## src/rtl/ieee_p802_3_mii_pkg.sv

```systemverilog
// Shared MII constants, receive FSM encoding and frame status payload.
// Used by the receive frame checker and the matching transmit generator.
package ieee_p802_3_mii_pkg;

    localparam logic [3:0]  PREAMBLE_NIB = 4'h5;
    localparam logic [3:0]  SFD_NIB      = 4'hD;
    localparam logic [31:0] CRC_POLY     = 32'hEDB88320;
    localparam logic [31:0] CRC_INIT     = 32'hFFFFFFFF;
    localparam logic [31:0] CRC_RESIDUE  = 32'hDEBB20E3;

    localparam int unsigned RX_STATE_W = 3;

    typedef enum logic [RX_STATE_W-1:0] {
        ST_IDLE    = 3'd0,
        ST_PRE     = 3'd1,
        ST_DATA_LO = 3'd2,
        ST_DATA_HI = 3'd3,
        ST_DROP    = 3'd4
    } mii_rx_state_e;

    typedef struct packed {
        logic crc_err;
        logic align_err;
        logic rxer_seen;
        logic runt;
        logic too_long;
    } mii_rx_status_t;

endpackage

```

## src/rtl/crc32_nib.sv

```systemverilog
// Reflected CRC-32 update over one nibble, LSB of the nibble first.
module crc32_nib
    import ieee_p802_3_mii_pkg::*;
(
    input  logic [31:0] crc_in,
    input  logic [3:0]  nib,
    output logic [31:0] crc_out
);

    logic [31:0] crc_v;

    always_comb begin
        crc_v = crc_in;
        for (int i = 0; i < 4; i++) begin
            if (crc_v[0] ^ nib[i]) begin
                crc_v = (crc_v >> 1) ^ CRC_POLY;
            end else begin
                crc_v = crc_v >> 1;
            end
        end
        crc_out = crc_v;
    end

endmodule

```

## config.mk

```make
export PLATFORM = sky130hd
export DESIGN_NAME = crc32_nib
export DESIGN_NICKNAME = d
export VERILOG_FILES = /design/src/rtl/ieee_p802_3_mii_pkg.sv /design/src/rtl/crc32_nib.sv
export SDC_FILE = /design/constraint.sdc
export NUM_CORES = 1
export LEC_CHECK = 0
export CORE_ASPECT_RATIO = 0.7
export CORE_MARGIN = 2
export CORE_UTILIZATION = 31
export DETAILED_ROUTE_END_ITERATION = 6
export PLACE_DENSITY_LB_ADDON = 0.1
export RECOVER_POWER = 100
export SETUP_SLACK_MARGIN = 0.15
export SYNTH_ARGS = -nofsm -noshare
export SYNTH_HDL_FRONTEND = slang
export SYNTH_SLANG_ARGS = --single-unit
export TNS_END_PERCENT = 30
```

## constraint.sdc

```tcl
create_clock -name vclk -period 1.4
set_input_delay 0.28 -clock vclk [all_inputs]
set_output_delay 0.28 -clock vclk [all_outputs]
set_load 0.01 [all_outputs]
```

==> metrics.cfg, run 1 <==
[run_status]
status=complete, but fails checks
failed_checks=negative setup slack

[global_routing]
grt_use_total=0.158
grt_max_degree=7
grt_pass1_wl_mm=3.64
grt_antenna_before_repair=0
overflow=0
grt_pass1_vias=759

[cells_and_area]
diodes=0
seqCellArea_um2=0
fin_util=0.738
clkbuf_count=0
synthToLayoutAreaGrowth_pct=123
n_sequential_cell=0
nNetsFinal=182
drive_gt1_frac=0.632

[logic_synthesis]
synth_sequential_area_ratio=0
yosysMostFrequentCell=xnor3_1
postSynthCellCount=50
synth_common_cells=25 x xnor3_1, 10 x xnor2_1, 5 x buf_4
yosysTopAreaCell=xnor3_1
synthesis.nets=86
yosysWarnings=0
yosysUniqueCellTypes=9
synth_area_um2=827
netlist.area_leader.share=0.681
synth_area_leaders=xnor3_1 68%, xnor2_1 11%, xnor2_2 5.9%
syn_avg_cell_area_um2=16.5

[worst_setup_path]
cp_max_fo=3
cp_data_arrival_time_ns=1.42
crit_path_end_kind=output pin
cp-start-kind=input pin
crit_required_ns=1.12
worstSetupPathType=in2out
cp-startpoint=crc_in[3]

[die]
core_um2=2500
ioPinCount=68
dieWidth_um=65.7
row_count=15
die_y_um=47.2
die_area_um2=3100
start_util=0.331

[power_and_ir_drop]
power.total_w=0.00118
cellPowerDensity_nw_per_um2=642
p_leak_nw=1.01
vdd_drop_max_v=0.000374

[placed_design]
port-buffer-count=60
gp_congestion=0.713
pre_cts_slack_ns=-1.13
hpwl_mm=1.56

[timing]
worstMarginPinSlew_ns=0.217
rsz0062_at_grt=yes
setup_viol=26
slew_headroom=0.856
max_freq_mhz=588
fin_crit_sh=1.22
period_minus_slack_ns=1.70
post-route-worst-setup-slack_ns=-0.301
hold_slack_ns=0.560
finalHoldViolCount=0
finalMaxSlewViolations=0

[detailed_routing]
vias=724
wire_per_inst_um=14.1
drtIter0Drc=5
post-route-drc-count=0
viasPerCell=4.07
wl_met2_mm=1.45
wl_met3_um=166
routed_wl_mm=2.50
highest_layer=met4
wl_met1_um=874
first_pass_iters=3
drtAntennaViolNets=0

[min_path]
worstHoldStart=crc_in[15]
hold_class=in2out

[run]
drv_cap=0

cell type report:
class / instances / area [um2]
timing repair buffer: 102 / 947
inverter: 1 / 6.26
multi-input combinational: 41 / 846
fill: 170 / 654
tap: 34 / 42.5
where the power goes:
group | internal [W] | switching [W]
clock | 0 | 0
combinational | 0.000757 | 0.000426
sequential | 0 | 0
worst paths after layout:
check / endpoint / slack [ns] / depth (start not counted)
worst max-delay path: crc_out[5] / -0.30 / 9
worst min-delay path: crc_out[11] / 0.56 / 0
worst max-delay path, stage by stage:
cell	delay, ns
buf_6	0.09
buf_6	0.12
xnor2_4	0.14
buf_4	0.14
buf_6	0.11
buf_4	0.12
buf_6	0.10
xnor3_1	0.17
buf_2	0.15
layer usage:
layer	vias to the layer above	GRT usage
met4	0	0.00417
met5	-	0
met1	335	0.184
li1	356	-
met2	31	0.339
met3	2	0.0144
cells by family (layout without fill, tap and decap cells):
| logic type | after synthesis | in the layout | share of synthesized area |
|---|---|---|---|
| buf+inv | 9 | 103 | 0.0681 |
| xor+xnor | 41 | 41 | 0.932 |
metrics by stage:
stage                     TNS, ns  std cells  area, um2
after floorplan           -0.0635         50        885
after global placement     -27.66        149       1540
after detailed placement   -28.51        149       1540
after CTS                   -4.64        174       1760
after global routing        -6.24        178       1840
final                       -5.06        178       1840
cells in the final DEF (no fill, tap or decap):
cell type,netlist,final
buf_12,0,3
buf_16,0,1
buf_2,3,29
buf_4,5,11
buf_6,0,30
buf_8,0,5
clkbuf_2,0,1
clkdlybuf4s50_1,0,17
dlygate4sd2_1,0,5
inv_4,0,1
xnor2_1,10,6
xnor2_2,3,4
xnor2_4,1,4
xnor3_1,25,25
xor2_4,1,2
repair_timing:
action / in CTS / in global routing
hold buffers: 0 / 0
endpoints found under the setup margin: 28 / 28
buffers inserted: 24 / 4
cloned: 1 / 0
pin swaps: 26 / 8
resized for setup: 194 / 15
(Power assumes the default switching activity.)
==> run 2, diff against run 1 <==
--- a/config.mk
+++ b/config.mk
@@ -7,7 +7,7 @@
 export LEC_CHECK = 0
 export CORE_ASPECT_RATIO = 0.7
 export CORE_MARGIN = 2
-export CORE_UTILIZATION = 31
+export CORE_UTILIZATION = 34
 export DETAILED_ROUTE_END_ITERATION = 6
 export PLACE_DENSITY_LB_ADDON = 0.1
 export RECOVER_POWER = 100
==> constraint.sdc (replaced) <==
create_clock -name vclk -period 1.84
set_input_delay 0.368 -clock vclk [all_inputs]
set_output_delay 0.368 -clock vclk [all_outputs]
set_load 0.01 [all_outputs]
==> run 2 against run 1 <==
  * The flow still finishes with violations (negative setup slack)
  * First-iteration DRC count down 20%
  * Core utilization increased by 5.1 points
  * Via count grew 1.1%
  * Count of clock-buffer cells in the layout unchanged
  * Combinational power fell by 28%
  * Worst hold slack gained 0.18 ns
  * Power down 28%
  * Critical path depth down 2
  * Critical path type unchanged
  * Critical endpoint is now crc_out[18]
  * Largest power group unchanged
==> metrics.cfg, run 2 (same netlist as run 1, synthesis figures left out) <==
[die]
dieWidth_um=63.0
core_um2=2220
row_count=14
die_y_um=45.3
start_util=0.372
ioPinCount=68
die_area_um2=2850

[detailed_routing]
wl_met2_mm=1.27
highest_layer=met4
viasPerCell=4.21
vias=732
wire_per_inst_um=14.0
wl_met3_um=187
drtIter0Drc=4
routed_wl_mm=2.43
first_pass_iters=3
wl_met1_um=924
post-route-drc-count=0
drtAntennaViolNets=0

[worst_setup_path]
crit_end=crc_out[18]
cp_common_cell=buf_6
crit_family=buffers and inverters
worstSetupPathType=in2out
cp-start-kind=input pin
cp-startpoint=nib[1]
path_cells=buf_6 > buf_6 > xnor2_4 > buf_6 > buf_6 > xnor3_1 > buf_2
critPathBufInv=5
path_depth=7
cp_data_arrival_time_ns=1.49
crit_path_end_kind=output pin
worst_path_max_delay_cell=xnor3_1
crit_required_ns=1.47
cp_slowest_stage_delay_ns=0.36
cp_max_fo=3

[power_and_ir_drop]
cellPowerDensity_nw_per_um2=483
seqPwrFrac=0
pwr-share-comb=1.000
p_sw_w=0.000312
switching_share=0.369
power.total_w=0.000847
p_leak_nw=0.968
vdd_drop_max_v=0.000332
p_clk_frac=0
p_int_w=0.000535

[clock_network]
ctsHoldBuffers=0

[cells_and_area]
final_area_um2=1750
seqCellArea_um2=0
n_sequential_cell=0
clkbuf_count=0
multi_input_area_um2=805
layout_common_cells=25 x xnor3_1, 23 x buf_6, 19 x buf_2
nNetsFinal=180
drive_gt1_frac=0.521
fillCellCount=142
layout_commonest_cell=xnor3_1
diodes=0
synthToLayoutAreaGrowth_pct=112
final_cells=174

[global_routing]
grt_max_degree=8
grt_pass1_vias=760
grt_antenna_before_repair=0
grt_pass1_wl_mm=3.66
overflow=0
grt_use_total=0.167

[run_status]
failed_checks=negative setup slack
status=complete, but fails checks

[timing]
slew_headroom=0.863
period_minus_slack_ns=1.86
setup_viol=1
post-route-worst-setup-slack_ns=-0.0168
worstMarginPinSlew_ns=0.205
max_freq_mhz=539
finalMaxSlewViolations=0
tns_ns=-0.0168
hold_slack_ns=0.736
finalHoldViolCount=0
rsz0062_at_grt=yes
fin_crit_sh=1.01

[placed_design]
placed_cell_area_um2=1570
port-buffer-count=60
gp_congestion=0.663
placed_cells=148
hpwl_mm=1.55

[min_path]
hold_class=in2out

[run]
drv_cap=0

## run 2: cell types whose count changed in the layout (fill, tap and decap cells not counted), sizes merged
cell           delta
clkdlybuf4s50     -5
clkbuf           +11
buf              -14
dlygate4sd2       +4
dlymetal6s2s      +2
## run 2: metrics by stage
stage	util	setup WS (ns)
2_1_floorplan	-	0.154
3_3_place_gp	0.705	-0.760
4_1_cts	0.781	-0.0723
3_5_place_dp	0.705	-0.832
5_1_grt	0.789	-0.0536
6_report	0.789	-0.0168
## run 2: area by class of cell
cell class | instances | area share
repair buffers | 100 | 0.515
multi-input cells | 41 | 0.459
well taps | 32 | 0.0228
inverters | 1 | 0.00357
## run 2: worst min path at each step
stage,from,end,slack (ns),cells past startpoint
finish,crc_in[14],crc_out[10],0.74,0
global route,crc_in[14],crc_out[10],0.74,0
CTS,crc_in[14],crc_out[10],0.74,0
detailed placement,crc_in[14],crc_out[10],0.74,0
global placement,crc_in[14],crc_out[10],0.74,0
floorplan,crc_in[16],crc_out[12],0.82,1
## run 2: power groups by stage
stage / logic (W) / registers [W] / clock network (W)
finish: 0.000847 / 0 / 0
global route: 0.000897 / 0 / 0
CTS: 0.000842 / 0 / 0
detailed placement: 0.000874 / 0 / 0
global placement: 0.000865 / 0 / 0
floorplan: 0.000437 / 0 / 0
## run 2: timing repair
action / in CTS / in global routing
endpoints found under the hold margin: 0 / 0
gates resized for setup: 163 / 24
pin swaps: 24 / 11
setup endpoints to repair: 28 / 25
buffers inserted: 21 / 5
## run 2: layer usage
metal  global-route usage  up-vias
met2                0.343       34
met4               0.0178        0
met3               0.0274        4
li1                     -      353
met1                0.193      341
met5                    0        -
